==> src/rtl/frame_pkg.sv <==
// Shared frame-path definitions used by the read-side unpackager (and the write-side packager).
package frame_pkg;

  localparam int unsigned FRAME_PIXELS = 76800;
  localparam int unsigned BRAM_DEPTH   = 131072;
  localparam int unsigned ADDR_W       = 24;
  localparam int unsigned PIXEL_W      = 8;

  typedef enum logic [1:0] {
    StIdle,
    StHeader,
    StStream
  } unpack_state_t;

  // Fold a one-bit-wider address sum back into [0, depth) with a single compare-and-subtract.
  function automatic logic [ADDR_W-1:0] wrap_addr(input logic [ADDR_W:0] sum,
                                                  input int unsigned     depth);
    logic [ADDR_W:0] lim;
    logic [ADDR_W:0] res;
    lim = (ADDR_W+1)'(depth);
    res = (sum >= lim) ? (sum - lim) : sum;
    return res[ADDR_W-1:0];
  endfunction

endpackage

==> src/rtl/sync_fifo.sv <==
// Synchronous first-word-fall-through FIFO; the head entry is on rdata_o whenever empty_o is low.
module sync_fifo #(
  parameter int unsigned Width = 8,
  parameter int unsigned Depth = 4
) (
  input  logic                       clk_i,
  input  logic                       rst_ni,
  input  logic                       push_i,
  input  logic [Width-1:0]           wdata_i,
  input  logic                       pop_i,
  output logic [Width-1:0]           rdata_o,
  output logic                       empty_o,
  output logic                       full_o,
  output logic [$clog2(Depth+1)-1:0] count_o
);

  localparam int unsigned PtrW = (Depth > 1) ? $clog2(Depth) : 1;
  localparam int unsigned CntW = $clog2(Depth + 1);

  logic [Width-1:0] mem_q [Depth];
  logic [PtrW-1:0]  wr_ptr_q, wr_ptr_d;
  logic [PtrW-1:0]  rd_ptr_q, rd_ptr_d;
  logic [CntW-1:0]  cnt_q, cnt_d;
  logic             do_push, do_pop;

  function automatic logic [PtrW-1:0] ptr_inc(input logic [PtrW-1:0] p);
    return (p == PtrW'(Depth - 1)) ? '0 : p + PtrW'(1);
  endfunction

  assign empty_o = (cnt_q == '0);
  assign full_o  = (cnt_q == CntW'(Depth));
  assign count_o = cnt_q;
  assign rdata_o = mem_q[rd_ptr_q];

  // A pop frees the slot a simultaneous push needs, so both are honoured even when full.
  assign do_pop  = pop_i && !empty_o;
  assign do_push = push_i && (!full_o || do_pop);

  always_comb begin
    wr_ptr_d = wr_ptr_q;
    rd_ptr_d = rd_ptr_q;
    cnt_d    = cnt_q;
    if (do_push) wr_ptr_d = ptr_inc(wr_ptr_q);
    if (do_pop)  rd_ptr_d = ptr_inc(rd_ptr_q);
    if (do_push && !do_pop) begin
      cnt_d = cnt_q + CntW'(1);
    end else if (do_pop && !do_push) begin
      cnt_d = cnt_q - CntW'(1);
    end
  end

  always_ff @(posedge clk_i) begin
    if (!rst_ni) begin
      wr_ptr_q <= '0;
      rd_ptr_q <= '0;
      cnt_q    <= '0;
    end else begin
      wr_ptr_q <= wr_ptr_d;
      rd_ptr_q <= rd_ptr_d;
      cnt_q    <= cnt_d;
    end
  end

  always_ff @(posedge clk_i) begin
    if (do_push) mem_q[wr_ptr_q] <= wdata_i;
  end

  push_into_full: assert property (@(posedge clk_i) disable iff (!rst_ni) !(push_i && full_o));

endmodule

==> src/rtl/frame_unpackager.sv <==
// Streams one frame out of the frame BRAM: an address beat, then FramePixels pixel beats,
// with the BRAM read latency hidden behind a small FWFT FIFO.
module frame_unpackager
  import frame_pkg::*;
#(
  parameter int unsigned FramePixels = FRAME_PIXELS,
  parameter int unsigned BramDepth   = BRAM_DEPTH,
  parameter int unsigned ReadLatency = 2,
  parameter int unsigned FifoDepth   = 4
) (
  input  logic               clk_i,
  input  logic               rst_ni,
  input  logic               start_i,
  input  logic [ADDR_W-1:0]  start_addr_i,
  output logic               busy_o,
  output logic               done_o,
  output logic [ADDR_W-1:0]  bram_addr_o,
  output logic               bram_en_o,
  input  logic [PIXEL_W-1:0] bram_dout_i,
  output logic               addr_axiov_o,
  output logic [ADDR_W-1:0]  addr_axiod_o,
  output logic               pixel_axiov_o,
  output logic [PIXEL_W-1:0] pixel_axiod_o,
  input  logic               pixel_axiir_i
);

  localparam int unsigned CntW     = $clog2(FramePixels + 1);
  localparam int unsigned FifoCntW = $clog2(FifoDepth + 1);
  localparam int unsigned InflW    = $clog2(ReadLatency + 1);

  unpack_state_t state_q, state_d;

  logic [ADDR_W-1:0]      base_q, base_d;
  logic [CntW-1:0]        issued_q, issued_d;
  logic [CntW-1:0]        sent_q, sent_d;
  logic [ReadLatency-1:0] vld_q, vld_d;
  logic                   done_q, done_d;

  logic                   active, issue, ret, xfer, last_xfer;
  logic                   pixel_valid;
  logic [PIXEL_W-1:0]     pixel_data;
  logic [InflW-1:0]       inflight;
  logic [7:0]             occupancy;
  logic [ADDR_W:0]        addr_sum;

  logic                   fifo_push, fifo_pop, fifo_empty, fifo_full;
  logic [PIXEL_W-1:0]     fifo_head;
  logic [FifoCntW-1:0]    fifo_cnt;

  sync_fifo #(
    .Width (PIXEL_W),
    .Depth (FifoDepth)
  ) u_fifo (
    .clk_i   (clk_i),
    .rst_ni  (rst_ni),
    .push_i  (fifo_push),
    .wdata_i (bram_dout_i),
    .pop_i   (fifo_pop),
    .rdata_o (fifo_head),
    .empty_o (fifo_empty),
    .full_o  (fifo_full),
    .count_o (fifo_cnt)
  );

  always_comb begin
    inflight = '0;
    for (int i = 0; i < ReadLatency; i++) begin
      inflight = inflight + InflW'(vld_q[i]);
    end
  end

  // Every read in flight has a reserved FIFO slot, so a returning read never finds it full.
  assign occupancy = 8'(fifo_cnt) + 8'(inflight);
  assign active    = (state_q != StIdle);
  assign issue     = active && (issued_q < CntW'(FramePixels)) && (occupancy < 8'(FifoDepth));
  assign ret       = vld_q[ReadLatency-1];
  assign addr_sum  = {1'b0, base_q} + (ADDR_W+1)'(issued_q);

  // Returning data bypasses an empty FIFO so the first pixel appears ReadLatency after its read.
  assign pixel_valid = !fifo_empty || ret;
  assign pixel_data  = fifo_empty ? bram_dout_i : fifo_head;
  assign xfer        = pixel_valid && pixel_axiir_i;
  assign fifo_pop    = !fifo_empty && pixel_axiir_i;
  assign fifo_push   = ret && !(fifo_empty && pixel_axiir_i);
  assign last_xfer   = xfer && (sent_q == CntW'(FramePixels - 1));

  // State register
  always_ff @(posedge clk_i) begin
    if (!rst_ni) begin
      state_q <= StIdle;
    end else begin
      state_q <= state_d;
    end
  end

  // Next-state logic
  always_comb begin
    state_d = state_q;
    unique case (state_q)
      StIdle:   if (start_i) state_d = StHeader;
      StHeader: state_d = StStream;
      StStream: if (last_xfer) state_d = StIdle;
      default:  state_d = StIdle;
    endcase
  end

  // Datapath next-state
  always_comb begin
    base_d   = base_q;
    issued_d = issued_q;
    sent_d   = sent_q;
    vld_d    = (vld_q << 1) | ReadLatency'(issue);
    done_d   = last_xfer;
    if ((state_q == StIdle) && start_i) begin
      base_d   = start_addr_i;
      issued_d = '0;
      sent_d   = '0;
    end
    if (issue) issued_d = issued_q + CntW'(1);
    if (xfer)  sent_d   = sent_q + CntW'(1);
  end

  always_ff @(posedge clk_i) begin
    if (!rst_ni) begin
      base_q   <= '0;
      issued_q <= '0;
      sent_q   <= '0;
      vld_q    <= '0;
      done_q   <= 1'b0;
    end else begin
      base_q   <= base_d;
      issued_q <= issued_d;
      sent_q   <= sent_d;
      vld_q    <= vld_d;
      done_q   <= done_d;
    end
  end

  // Outputs
  always_comb begin
    busy_o        = active;
    done_o        = done_q;
    bram_en_o     = issue;
    bram_addr_o   = issue ? wrap_addr(addr_sum, BramDepth) : '0;
    addr_axiov_o  = (state_q == StHeader);
    addr_axiod_o  = (state_q == StHeader) ? base_q : '0;
    pixel_axiov_o = pixel_valid;
    pixel_axiod_o = pixel_valid ? pixel_data : '0;
  end

  read_return_overflow: assert property (@(posedge clk_i) disable iff (!rst_ni)
                                         !(fifo_push && fifo_full));

endmodule

==> config.mk <==
export PLATFORM = sky130hd
export DESIGN_NAME = frame_unpackager
export DESIGN_NICKNAME = d
export VERILOG_FILES = /design/src/rtl/frame_pkg.sv /design/src/rtl/sync_fifo.sv /design/src/rtl/frame_unpackager.sv
export SDC_FILE = /design/constraint.sdc
export NUM_CORES = 1
export LEC_CHECK = 0
export CAP_MARGIN = 20
export CORE_MARGIN = 2
export CORE_UTILIZATION = 58
export DETAILED_ROUTE_END_ITERATION = 12
export PLACE_DENSITY = 0.86
export RECOVER_POWER = 50
export SLEW_MARGIN = 20
export SYNTH_ARGS = -nofsm -noshare
export SYNTH_HDL_FRONTEND = slang
export SYNTH_SLANG_ARGS = --single-unit
==> constraint.sdc <==
create_clock -name clk_i -period 5.5 [get_ports clk_i]
set_input_delay 0.55 -clock clk_i [delete_from_list [all_inputs] [get_ports clk_i]]
set_output_delay 0.55 -clock clk_i [all_outputs]
set_load 0.1 [all_outputs]
==> run metrics <==
GRT Total Usage=0.272; Max H-tree Level=3; Area after DPL=between 6000 and 7000 um2; vias in the first global route=about 5,000; Placer Congestion=between 0.9 and 1; share of cells above drive strength 1=0.0573; Setup violations, final=0; Initial Util=0.599; Critical Path, Cell by Cell=ha_1 > a211oi_1 > o21ai_0 > a31oi_1 > o21bai_1 > a21boi_0 > o21ai_0 > xnor2_1 > nor2_1 > clkdlybuf4s50_1; Root Driver=clkbuf_8; Primary FF master, synth=dfxtp_1; die outline height=~100 um; vias per cell=5.85; clock power share=0.204; Period minus WS final=between 4 and 5 ns; # diodes=0; Netlist Area Pre-Place=between 5000 and 6000 um2; Fin. Hold Viols=0; IO buf count=96; WL/cell=16.6 um; worst min path class=reg2reg; worst path buffer plus inverter count=1; Power per Cell Area=approximately 340 nW/um2; crit end category=output pin; Post-layout nets=just over 800; total power=2.44 mW; slew margin rel.=-0.233; Finished Cell Area=a little over 7000 um2; remaining antenna violation count=0; RSZ-0062 raised after global routing=no; largest net degree at the start of global routing=40; Startpoint Class=flip-flop; CP arrival=3.94 ns; Syn Inst Count=roughly 700; final WL=14,900 um; #FFs+latches synth=about 100; number of synthesized flops with an enable pin=32; Post-synth ARST share=0; first-pass GRT wire length=about 24,000 um; # fillers=about 730; P_int=~1.3 mW; VDD IR max=between 0.2 and 0.3 mV; Worst-Margin Slew=1.85 ns; Crit-path slowest cell=clkdlybuf4s50_1; Seq/Total Area, Yosys=0.410; failing checks=capacitance limit, slew limit; post-synthesis average cell area=8.54 um2; dpl hpwl=approximately 11,000 um; Ys Warns=0; Crit path top cell by count=o21ai_0; worst skew pair latency=~0.38 ns; Worst-path clk slew=0.11 ns; Cell Rows=36; status=finished with violations; Crit Path Category=reg2out; P_leak=2.64 nW; Final period util=0.817; Combinational Power Share=0.432; Iter 0 DRT Violations=about 280; Slew Limit Fails=40; Area Overhead vs Synth=20.9%; die area=between 10,000 and 15,000 um2; Remaining DRCs=0; # Post-CTS Setup Buffers=0; die width=between 100 and 150 um; sw frac=0.470; DR vias=between 5,000 and 6,000; worst-path fanout max=5; TritonCTS clock tree=done; required time of the critical path=about 5.0 ns; f_max=~220 MHz; Psw=~1.1 mW; clk sinks=104; drt first pass iters=5; CTS Buf Count=9; Sequential Power Share=0.364; IO Pins=97; # Max-Cap Violations=1; setup TNS=0 ns; Netlist cell types=62; final core occ=0.724; CTS-repair resized insts=0; Mapped Nets=749; CTS Hold Bufs=0; max incr delay on CP=about 1.2 ns; Clock Skew=0.0123 ns; initial antenna violation count=0; clk buf depth=2; core area=about 10000 um2; cell family with most CP delay=compound AO/OA/AOI/OAI gates; total gr overflow=0
## power by group through the flow
stage	Clock, mW	Combinational [mW]	Sequential, mW
floorplan	0	0.842	0.875
detailed placement	0	1.05	0.907
global route	0.537	1.11	0.896
global placement	0	1.03	0.904
finish	0.496	1.05	0.888
CTS	0.510	1.05	0.889
## tightest hold or removal path: stages (launching register included)
cell and delay, ns:
dfxtp_1 0.34, nand2_1 0.05, a21oi_1 0.05
## cell families after synthesis
| family | count (synthesis) | share of synthesized area |
|---|---|---|
| AO/OA/AOI/OAI | 158 | 0.164 |
| XOR/XNOR | 30 | 0.0449 |
| adder cells (fa/ha/maj) | 28 | 0.0624 |
| buffers and inverters | 46 | 0.0295 |
| flip-flops | 104 | 0.410 |
| multiplexers | 14 | 0.0415 |
| AND/OR/NAND/NOR | 305 | 0.247 |
## cells in the final DEF, fill, tap and decap left out, types with 6 or more instances in the layout
cell type	netlist	routed
clkbuf_8	0	9
edfxtp_1	32	32
nor3_1	15	15
o21ai_0	37	37
o211ai_1	6	6
xnor2_1	15	15
nand3_1	23	23
dlygate4sd3_1	0	10
inv_1	13	13
xor2_1	15	15
a311oi_1	6	6
nand2_1	116	116
ha_1	26	26
dfxtp_1	72	72
a21o_1	6	6
mux4_2	8	8
clkdlybuf4s50_1	0	79
or3_1	6	6
buf_4	0	10
and2_1	38	33
a21oi_1	68	68
nor2_1	69	69
and3_1	11	11
## metrics by stage
step	hold WS, ns	instances	setup WS (ns)
after global placement	0.462	885	1.52
after global routing	0.500	901	0.813
after CTS	0.481	901	1.02
after detailed placement	0.459	885	1.47
final	0.481	901	1.01
after floorplan	0.441	685	0.226
## synth_stat cells (8+ instances only)
library cell	instances	area [um2]
a21oi_1	68	340
and2_1	38	238
and3_1	11	68.8
clkbuf_1	32	120
dfxtp_1	72	1440
edfxtp_1	32	961
ha_1	26	325
inv_1	13	48.8
mux4_2	8	180
nand2_1	116	435
nand3_1	23	115
nor2_1	69	259
nor3_1	15	75.1
o21ai_0	37	185
xnor2_1	15	131
xor2_1	15	131
## final timing paths
path | slack, ns | startpoint | end | cells past startpoint
max reg2reg | 2.63 | u_fifo.count_o[0] | sent_q[15] | 8
max | 1.01 | issued_q[1] | bram_addr_o[15] | 10
min reg2reg | 0.48 | base_q[0] | base_q[0] | 2
min | 0.48 | base_q[0] | base_q[0] | 2
## registers in the layout, indices dropped and copies added (netlist names), named ones only
name	count
base_q	24
done_o	1
issued_q	17
sent_q	17
state_q	2
u_fifo.count_o	3
u_fifo.mem_q	32
u_fifo.rd_ptr_q	2
u_fifo.wr_ptr_q	2
vld_q	2
## metal layers
layer,wire length [um],up-vias,GRT usage
li1,-,2579,-
met5,0,-,0
met1,6660,2472,0.370
met4,223,0,0.0734
met2,7020,199,0.444
met3,1010,18,0.0533
## final cells by class
class	instances	area, um2	share of cell area
multi-input cells	535	3280	0.464
flip-flops and latches	104	2400	0.340
repair buffers	100	970	0.137
well taps	133	166	0.0235
clock buffers	9	124	0.0175
clock inverters	7	83.8	0.0119
inverters	13	48.8	0.00690
Power figures use the tool's default switching activity.
